<file path="src/rtl/pxmon.sv">
// Pixel-timing monitor: measures line length and lines per frame from the pixel strobes, checks them and reports lock/error status.
// Optional macro PXMON_DMACHK_EN compiles in the dmastart placement check (err[1]).
module pxmon #(
  parameter int LOCKN = 2,
  parameter int CTRW  = 20
) (
  input  logic            clk,
  input  logic            resetn,
  input  logic            dphstart,
  input  logic            dpvstart,
  input  logic            dmastart,
  input  logic [15:0]     vtot,
  input  logic            clrerr,
  output logic [CTRW-1:0] linemin,
  output logic [CTRW-1:0] linemax,
  output logic [15:0]     nlines,
  output logic            locked,
  output logic [2:0]      err,
  output logic [1:0]      dbg_state
);

  typedef enum logic [1:0] {
    UNLOCK = 2'd0,
    COUNT  = 2'd1,
    LOCK   = 2'd2
  } state_t;

  localparam int CW = (LOCKN > 1) ? $clog2(LOCKN + 1) : 1;

  state_t          state_q, state_d;
  logic [CW-1:0]   cnt_q, cnt_d;
  logic [CTRW-1:0] lctr_q, lctr_d;
  logic [CTRW-1:0] run_min_q, run_min_d;
  logic [CTRW-1:0] run_max_q, run_max_d;
  logic [CTRW-1:0] base_min, base_max;
  logic [CTRW-1:0] linemin_q, linemin_d;
  logic [CTRW-1:0] linemax_q, linemax_d;
  logic [15:0]     yc_q, yc_d;
  logic [15:0]     nlines_q, nlines_d;
  logic [2:0]      err_q, err_d;
  logic [2:0]      ev;
  logic            first_line_q, first_line_d;
  logic            first_frame_q, first_frame_d;
  logic            boundary, chk_bnd;

  assign boundary = dphstart & dpvstart;
  // The very first boundary after reset only aligns the frame counters.
  assign chk_bnd  = boundary & ~first_frame_q;

  assign ev[0] = dpvstart & ~dphstart;
  assign ev[2] = chk_bnd & ({1'b0, yc_q} != ({1'b0, vtot} + 17'd1));

`ifdef PXMON_DMACHK_EN
  logic dma_pend_q, dma_pend_d;

  // dma_pend remembers whether the most recent line start carried dmastart.
  assign ev[1] = (dmastart & ~dphstart)
               | (dphstart & dma_pend_q & ~dpvstart)
               | (chk_bnd & ~dma_pend_q);
  assign dma_pend_d = dphstart ? dmastart : dma_pend_q;

  always_ff @(posedge clk or negedge resetn) begin
    if (!resetn) dma_pend_q <= 1'b0;
    else         dma_pend_q <= dma_pend_d;
  end
`else
  logic dma_unused;
  assign dma_unused = dmastart;
  assign ev[1]      = 1'b0;
`endif

  assign base_min = boundary ? '1 : run_min_q;
  assign base_max = boundary ? '0 : run_max_q;

  always_comb begin
    lctr_d        = lctr_q;
    run_min_d     = run_min_q;
    run_max_d     = run_max_q;
    yc_d          = yc_q;
    first_line_d  = first_line_q;
    first_frame_d = first_frame_q;
    linemin_d     = linemin_q;
    linemax_d     = linemax_q;
    nlines_d      = nlines_q;
    err_d         = (clrerr ? 3'b000 : err_q) | ev;

    if (dphstart) begin
      lctr_d       = CTRW'(1);
      first_line_d = 1'b0;
      run_min_d    = base_min;
      run_max_d    = base_max;
      if (!first_line_q && (lctr_q < base_min)) run_min_d = lctr_q;
      if (!first_line_q && (lctr_q > base_max)) run_max_d = lctr_q;
      if (yc_q != 16'hFFFF) yc_d = yc_q + 16'd1;
    end else if (lctr_q != '1) begin
      lctr_d = lctr_q + 1'b1;
    end

    if (boundary) begin
      yc_d          = 16'd1;
      first_frame_d = 1'b0;
    end

    if (chk_bnd) begin
      nlines_d  = yc_q;
      linemin_d = run_min_q;
      linemax_d = run_max_q;
    end
  end

  // Any error event drops lock at once; it takes priority over boundary progress.
  always_comb begin
    state_d = state_q;
    cnt_d   = cnt_q;
    if (|ev) begin
      state_d = UNLOCK;
      cnt_d   = '0;
    end else if (boundary) begin
      case (state_q)
        UNLOCK: begin
          state_d = COUNT;
          cnt_d   = '0;
        end
        COUNT: begin
          if (cnt_q == CW'(LOCKN - 1)) begin
            state_d = LOCK;
            cnt_d   = '0;
          end else begin
            cnt_d = cnt_q + 1'b1;
          end
        end
        LOCK:    state_d = LOCK;
        default: state_d = UNLOCK;
      endcase
    end
  end

  always_ff @(posedge clk or negedge resetn) begin
    if (!resetn) begin
      state_q       <= UNLOCK;
      cnt_q         <= '0;
      lctr_q        <= '0;
      run_min_q     <= '1;
      run_max_q     <= '0;
      linemin_q     <= '0;
      linemax_q     <= '0;
      yc_q          <= '0;
      nlines_q      <= '0;
      err_q         <= '0;
      first_line_q  <= 1'b1;
      first_frame_q <= 1'b1;
    end else begin
      state_q       <= state_d;
      cnt_q         <= cnt_d;
      lctr_q        <= lctr_d;
      run_min_q     <= run_min_d;
      run_max_q     <= run_max_d;
      linemin_q     <= linemin_d;
      linemax_q     <= linemax_d;
      yc_q          <= yc_d;
      nlines_q      <= nlines_d;
      err_q         <= err_d;
      first_line_q  <= first_line_d;
      first_frame_q <= first_frame_d;
    end
  end

  assign linemin   = linemin_q;
  assign linemax   = linemax_q;
  assign nlines    = nlines_q;
  assign err       = err_q;
  assign locked    = (state_q == LOCK);
  assign dbg_state = state_q;

endmodule

</file>
<file path="config.mk">
export PLATFORM = sky130hd
export DESIGN_NAME = pxmon
export DESIGN_NICKNAME = d
export VERILOG_FILES = /design/src/rtl/pxmon.sv
export SDC_FILE = /design/constraint.sdc
export NUM_CORES = 1
export LEC_CHECK = 0
export BUFFER_PORTS_ARGS = -buffer_cell sky130_fd_sc_hd__buf_2
export CAP_MARGIN = 20
export CORE_ASPECT_RATIO = 0.6
export CORE_MARGIN = 4
export CORE_UTILIZATION = 59
export CTS_BUF_LIST = sky130_fd_sc_hd__clkbuf_8 sky130_fd_sc_hd__clkbuf_16
export DETAILED_ROUTE_END_ITERATION = 7
export PLACE_DENSITY = 0.8
export SYNTH_ARGS = -nofsm -noshare
export SYNTH_HDL_FRONTEND = slang
export SYNTH_SLANG_ARGS = --single-unit
</file>
<file path="constraint.sdc">
create_clock -name clk -period 3.6 [get_ports clk]
set_input_delay 0 -clock clk [delete_from_list [all_inputs] [get_ports clk]]
set_output_delay 0 -clock clk [all_outputs]
set_load 0.03 [all_outputs]
</file>
==> metrics.md, run 1 <==
| Metric | Value |
|---|---|
| Global route overflow | `0` |
| Routed WL | `16.8 mm` |
| Asr flop ratio synth | `1.00` |
| 1st-pass router iterations | `6` |
| Vias in the first global route | `approximately 5,600` |
| Sequential share of power | `0.395` |
| Initial antenna violation count | `0` |
| Overall global routing resource usage | `0.242` |
| Synth Area in XOR/XNOR | `0.0522` |
| Synth Instances | `695` |
| Syn_area_per_cell | `approximately 11 um2` |
| Syn Nets | `about 760` |
| Antenna viol nets, final | `0` |
| Sequential area share after synthesis | `0.479` |
| Status | `finished, final reports clean` |
| Syn-to-layout area delta | `17.8%` |
| Hpwl dp | `11.9 mm` |
| Mux cell area share after synthesis | `0.121` |
| Num rows | `31` |
| RSZ-0062 raised after global routing | `false` |
| Hold Crit Class | `input port to asynchronous set/reset pin` |
| Synth Register Bits | `140` |
| DRC viols | `0` |
| Worst-skew pair later-pin latency | `approximately 0.41 ns` |
| Critical Path Fanout Max | `20` |
| I/O pin cnt | `84` |
| Crit-path slowest cell | `or4_1` |
| Post-synthesis compound-gate area fraction | `0.0851` |
| CTS tree | `built` |
| Post-CTS setup buffer count | `0` |
| TNS Setup | `0 ns` |
| Wire length per cell | `around 18 um` |
| Die area | `about 14,000 um2` |
| Final slew viol count | `0` |
| Leakage | `about 4.3 nW` |
| Final Cycle Share | `0.930` |
| Number of vias per cell | `between 5 and 6` |
| Tot Pwr | `between 4 and 5 mW` |
| Final GP Congestion | `0.809` |
| Largest family of logic cells by synthesized area | `simple AND/OR/NAND/NOR gates` |
| CP dominant cell by count | `nand2_1` |
| Internal | `around 3.3 mW` |
| Num CTS Buffers | `17` |
| H-tree depth | `4` |
| Iter 0 DRT Violations | `451` |
| First-pass GRT wire length | `~28 mm` |
| Layout Skew | `approximately 0.0081 ns` |
| Final min period | `between 3 and 4 ns` |
| Flop2flop setup slack | `approximately 0.46 ns` |
| Ys flop type | `dfrtp_1` |
| Detailed-route via count | `roughly 5,500` |
| Max Cap Viol | `0` |
| IO buf count | `81` |
| Layout cell share with drive strength beyond 1 | `0.284` |
| Fill cells | `847` |
| CTS Sinks | `140` |
| Initial Util | `0.608` |
| Die X | `152 um` |
| Register Area | `between 3000 and 4000 um2` |
| Switching power of the nets | `approximately 1.2 mW` |
| Count of final setup violators | `0` |
| Comb pwr share | `0.152` |
| Clock slew at reported path FFs | `0.06 ns` |
| Worst slew margin | `0.569` |
| Clk buf depth | `2` |
| Worst VDD drop | `roughly 0.4 mV` |
| Switching Share | `0.264` |
| Unique masters post-synth | `59` |
| Critical path class | `input port to register` |
| Slowest stage delay, CP | `between 0.5 and 0.6 ns` |
| Number of diodes | `0` |
| Commonest non-fill, non-tap cells in the layout | `dfrtp_1, buf_2, nor2_1, nand2_1, mux2_2` |
| Placeable Area | `12,100 um2` |
| Worst slew pin tran | `0.646 ns` |
| CP endpoint kind | `register` |
| Mapped Area | `7380 um2` |
| Die H | `between 90 and 100 um` |
| Most common cell after layout, fill and taps aside | `dfrtp_1` |
| Pwr dens | `around 520 nW/um2` |
| FMAX | `299 MHz` |
| Setup crit start kind | `input port` |
| Clock Root Buffer | `clkbuf_16` |
| Synth Area in Simple Gates | `0.146` |
| Final hold vios | `0` |
| Warnings from Yosys | `0` |
| Required time at the worst-slack endpoint | `3.94 ns` |
| Clock power frac | `0.453` |
| Largest net degree at the start of global routing | `71` |
| Crit path DAT | `~3.7 ns` |
| Post-synth EDFFs | `0` |
| Multi-input gate area | `between 3000 and 4000 um2` |
| Post-Synth Adder-Cell Area | `0.0763` |
| Final #Nets | `between 800 and 900` |
| Critical path cell sequence | `dlygate4sd3_1 > buf_2 > nand2_1 > buf_4 > nand2_1 > ha_1 > nand4_1 > or2_1 > or4_1 > o221a_1 > a21oi_2 > buf_4 > nand2_1 > o21ai_2` |
layout make-up:
type	instances	area share
Clock inverter	14	0.0289
Multi-Input combinational cell	488	0.411
Tap cell	165	0.0238
Clock buffer	18	0.0505
Sequential cell	140	0.406
Inverter	33	0.0143
Timing Repair Buffer	100	0.0652
per-stage QoR:
stage | util | worst slack, ns | hold slack [ns] | instances | area [um2]
after floorplan | - | 0.690 | -0.296 | 695 | 7380
after global placement | 0.654 | 0.492 | 0.0414 | 921 | 7940
after detailed placement | 0.654 | 0.354 | 0.0416 | 921 | 7940
after CTS | 0.715 | 0.190 | 0.178 | 958 | 8680
after global routing | 0.716 | 0.0111 | 0.218 | 958 | 8690
final | 0.716 | 0.251 | 0.158 | 958 | 8690
what timing repair did:
item                                    4_1_cts  5_1_grt
endpoints found under the setup margin        0       20
hold buffers                                  5        0
hold endpoints to repair                     72        0
resized for setup                             0        2
power groups by stage:
stage                     Sequential (mW)  Combinational [mW]  Clock (mW)
after floorplan                      1.91               0.366           0
after global placement               1.80               0.645           0
after detailed placement             1.81               0.675           0
after CTS                            1.78               0.691        2.06
after global routing                 1.80               0.748        2.15
final                                1.78               0.687        2.04
worst max-delay path: cells and delay by family:
| family | cells | cell delay [ns] |
|---|---|---|
| AND/OR/NAND/NOR | 6 | 1.32 |
| buffers and inverters | 4 | 1.26 |
| AO/OA/AOI/OAI | 3 | 0.78 |
| adder cells (fa/ha/maj) | 1 | 0.31 |
routing by layer:
layer	share of wire	track usage
met1	0.46	0.335
met2	0.46	0.379
met3	0.069	0.0614
met4	0.014	0.0748
met5	0	0
Yosys cell counts (10+ instances only):
library cell  number  area (um2)
a21oi_1           21         105
buf_2             10        50.1
clkbuf_1          13        48.8
dfrtp_1          118        2950
dfstp_2           22         578
ha_1              45         563
inv_1             33         124
mux2_2            57         642
mux2i_1           24         240
nand2_1           65         244
nand3_1           22         110
nand4_1           16         100
nor2_1            66         248
o21ai_0           26         130
o21ai_2           10        87.6
xnor2_1           30         263
xor2_1            14         123
kinds of logic (layout without fill, tap and decap cells):
| kind of cell | after synthesis | after routing |
|---|---|---|
| simple gates | 221 | 221 |
| flops | 140 | 140 |
| compound gates | 95 | 95 |
| mux | 82 | 82 |
| buf+inv | 67 | 165 |
| fa+ha+maj | 45 | 45 |
| xor+xnor | 44 | 44 |
| other cells | 1 | 1 |
path summary, 6_finish.rpt:
| kind | depth (start not counted) | from | endpoint |
|---|---|---|---|
| max in group asynchronous | 3 | resetn | run_min_q[13] |
| min in group clk | 3 | clrerr | err[0] |
| worst max register to register | 9 | lctr_q[17] | run_max_q[11] |
| worst min register to register | 1 | first_line_q | first_line_q |
| worst min-delay path | 2 | resetn | run_max_q[3] |
| worst max-delay path | 14 | dphstart | run_max_q[11] |
state kept, by name, summed over array words and instances, names as in the netlist:
name / count
cnt_q: 2
dbg_state: 2
err: 2
first_frame_q: 1
first_line_q: 1
lctr_q: 20
linemax: 20
linemin: 20
nlines: 16
run_max_q: 20
run_min_q: 20
yc_q: 16
Power figures use the tool's default switching activity.
==> run 2: changes to the inputs <==
Settings changed: CELL_PAD_IN_SITES_DETAIL_PLACEMENT set to 0, CELL_PAD_IN_SITES_GLOBAL_PLACEMENT set to 1, CORE_UTILIZATION 59 to 47, PLACE_DENSITY 0.8 to not set, PLACE_DENSITY_LB_ADDON set to 0.1, SKIP_CTS_REPAIR_TIMING set to 1.
==> metrics.md, run 2 (synthesis gave the netlist of run 1 again) <==
| Metric | Value |
|---|---|
| DRC viols | `0` |
| Vias in the first global route | `~5,100` |
| Count of final setup violators | `0` |
| Final Cycle Share | `0.867` |
| Wire length per cell | `approximately 16 um` |
| Initial Util | `0.480` |
| Initial antenna violation count | `0` |
| Final GP Congestion | `0.839` |
| Die H | `about 110 um` |
| Number of diodes | `0` |
| Syn-to-layout area delta | `17.1%` |
| FMAX | `between 300 and 400 MHz` |
| CTS Sinks | `140` |
| Final #Nets | `847` |
| Overall global routing resource usage | `0.188` |
| TNS Setup | `0 ns` |
| Worst slew pin tran | `~1 ns` |
| Die X | `170 um` |
| Status | `finished, final reports clean` |
| IO buf count | `about 80` |
| Clock Root Buffer | `clkbuf_16` |
| Iter 0 DRT Violations | `about 360` |
| I/O pin cnt | `84` |
| Commonest non-fill, non-tap cells in the layout | `dfrtp_1, buf_2, nor2_1, nand2_1, mux2_2` |
| RSZ-0062 raised after global routing | `false` |
| Placeable Area | `15,400 um2` |
| Most common cell after layout, fill and taps aside | `dfrtp_1` |
| 1st-pass router iterations | `5` |
| Fill cells | `~1,300` |
| Num CTS Buffers | `17` |
| Final hold vios | `0` |
| Critical Path Fanout Max | `15` |
| Final slew viol count | `0` |
| Setup crit start kind | `register` |
| Hpwl dp | `between 10 and 15 mm` |
| Number of vias per cell | `5.32` |
| Num rows | `35` |
| Hold Crit Class | `input port to register` |
| Pwr dens | `around 490 nW/um2` |
| Antenna viol nets, final | `0` |
| Required time at the worst-slack endpoint | `approximately 4 ns` |
| Layout cell share with drive strength beyond 1 | `0.286` |
| Worst-skew pair later-pin latency | `0.41 ns` |
| CP endpoint kind | `register` |
| Clock slew at reported path FFs | `around 0.060 ns` |
| CTS tree | `built` |
| Finished Layout Cells | `roughly 990` |
| Critical path class | `register to register` |
| Die area | `between 15,000 and 20,000 um2` |
| Final min period | `3.12 ns` |
| Largest net degree at the start of global routing | `roughly 90` |
| First-pass GRT wire length | `approximately 27 mm` |
| Worst VDD drop | `between 0.2 and 0.3 mV` |
| Layout Skew | `~0.011 ns` |
| DP Cell Count | `a little under 1,000` |
| H-tree depth | `4` |
| Leakage | `approximately 4.2 nW` |
| Worst slew margin | `0.352` |
| Global route overflow | `0` |
| Clk buf depth | `2` |
| Flop2flop setup slack | `0.48 ns` |
| Crit path DAT | `3.45 ns` |
| Max Cap Viol | `0` |
| Detailed-route via count | `between 5,000 and 6,000` |
| Routed WL | `between 15 and 20 mm` |
run 2: worst paths after layout:
check                        startpoint       endpoint  cells past startpoint
max                        run_min_q[5]   run_min_q[4]                     12
min                            dpvstart        yc_q[6]                      3
max reg2reg                run_min_q[5]   run_min_q[4]                     12
min reg2reg                first_line_q   first_line_q                      1
max in group asynchronous        resetn  run_min_q[18]                      3
min in group asynchronous        resetn  run_max_q[16]                      2
run 2: report_power, final:
group	switching [mW]	total, mW	internal [mW]
clock	0.662	1.76	1.10
sequential	0.0773	1.78	1.70
combinational	0.441	0.680	0.239
run 2: final cells by class:
| cell class | instances | area (um2) | area share |
|---|---|---|---|
| Multi-Input combinational cell | 488 | 3560 | 0.413 |
| Sequential cell | 140 | 3530 | 0.409 |
| Timing Repair Buffer | 100 | 577 | 0.0668 |
| Clock buffer | 18 | 439 | 0.0509 |
| Tap cell | 203 | 254 | 0.0294 |
| Clock inverter | 11 | 146 | 0.0170 |
| Inverter | 33 | 124 | 0.0143 |
run 2: worst max-delay path: stages (launching register included):
cell	delay (ns)
dfstp_2	0.53
nor2_1	0.06
ha_1	0.32
a21o_1	0.12
a21oi_1	0.06
nor2b_1	0.12
o21ai_0	0.09
a21oi_1	0.14
a2111oi_0	0.08
dlymetal6s2s_1	0.19
o31ai_4	0.83
buf_4	0.31
mux2i_1	0.20
run 2: per-layer routing:
| layer | share of wire | global-route usage |
|---|---|---|
| met1 | 0.53 | 0.296 |
| met2 | 0.41 | 0.262 |
| met3 | 0.050 | 0.0363 |
| met4 | 0.0046 | 0.0482 |
| met5 | 0 | 0 |
run 2: per-stage QoR:
step           setup WS [ns]   util  total power, mW  cell area (um2)  hold WS [ns]
2_1_floorplan          0.690      -             2.28             7380        -0.296
3_3_place_gp           0.407  0.522             2.47             8020         0.125
3_5_place_dp           0.316  0.522             2.49             8020         0.132
5_1_grt                0.235  0.562             4.42             8640        0.0202
4_1_cts                0.297  0.560             4.26             8600        -0.311
6_report               0.477  0.562             4.21             8640        0.0116
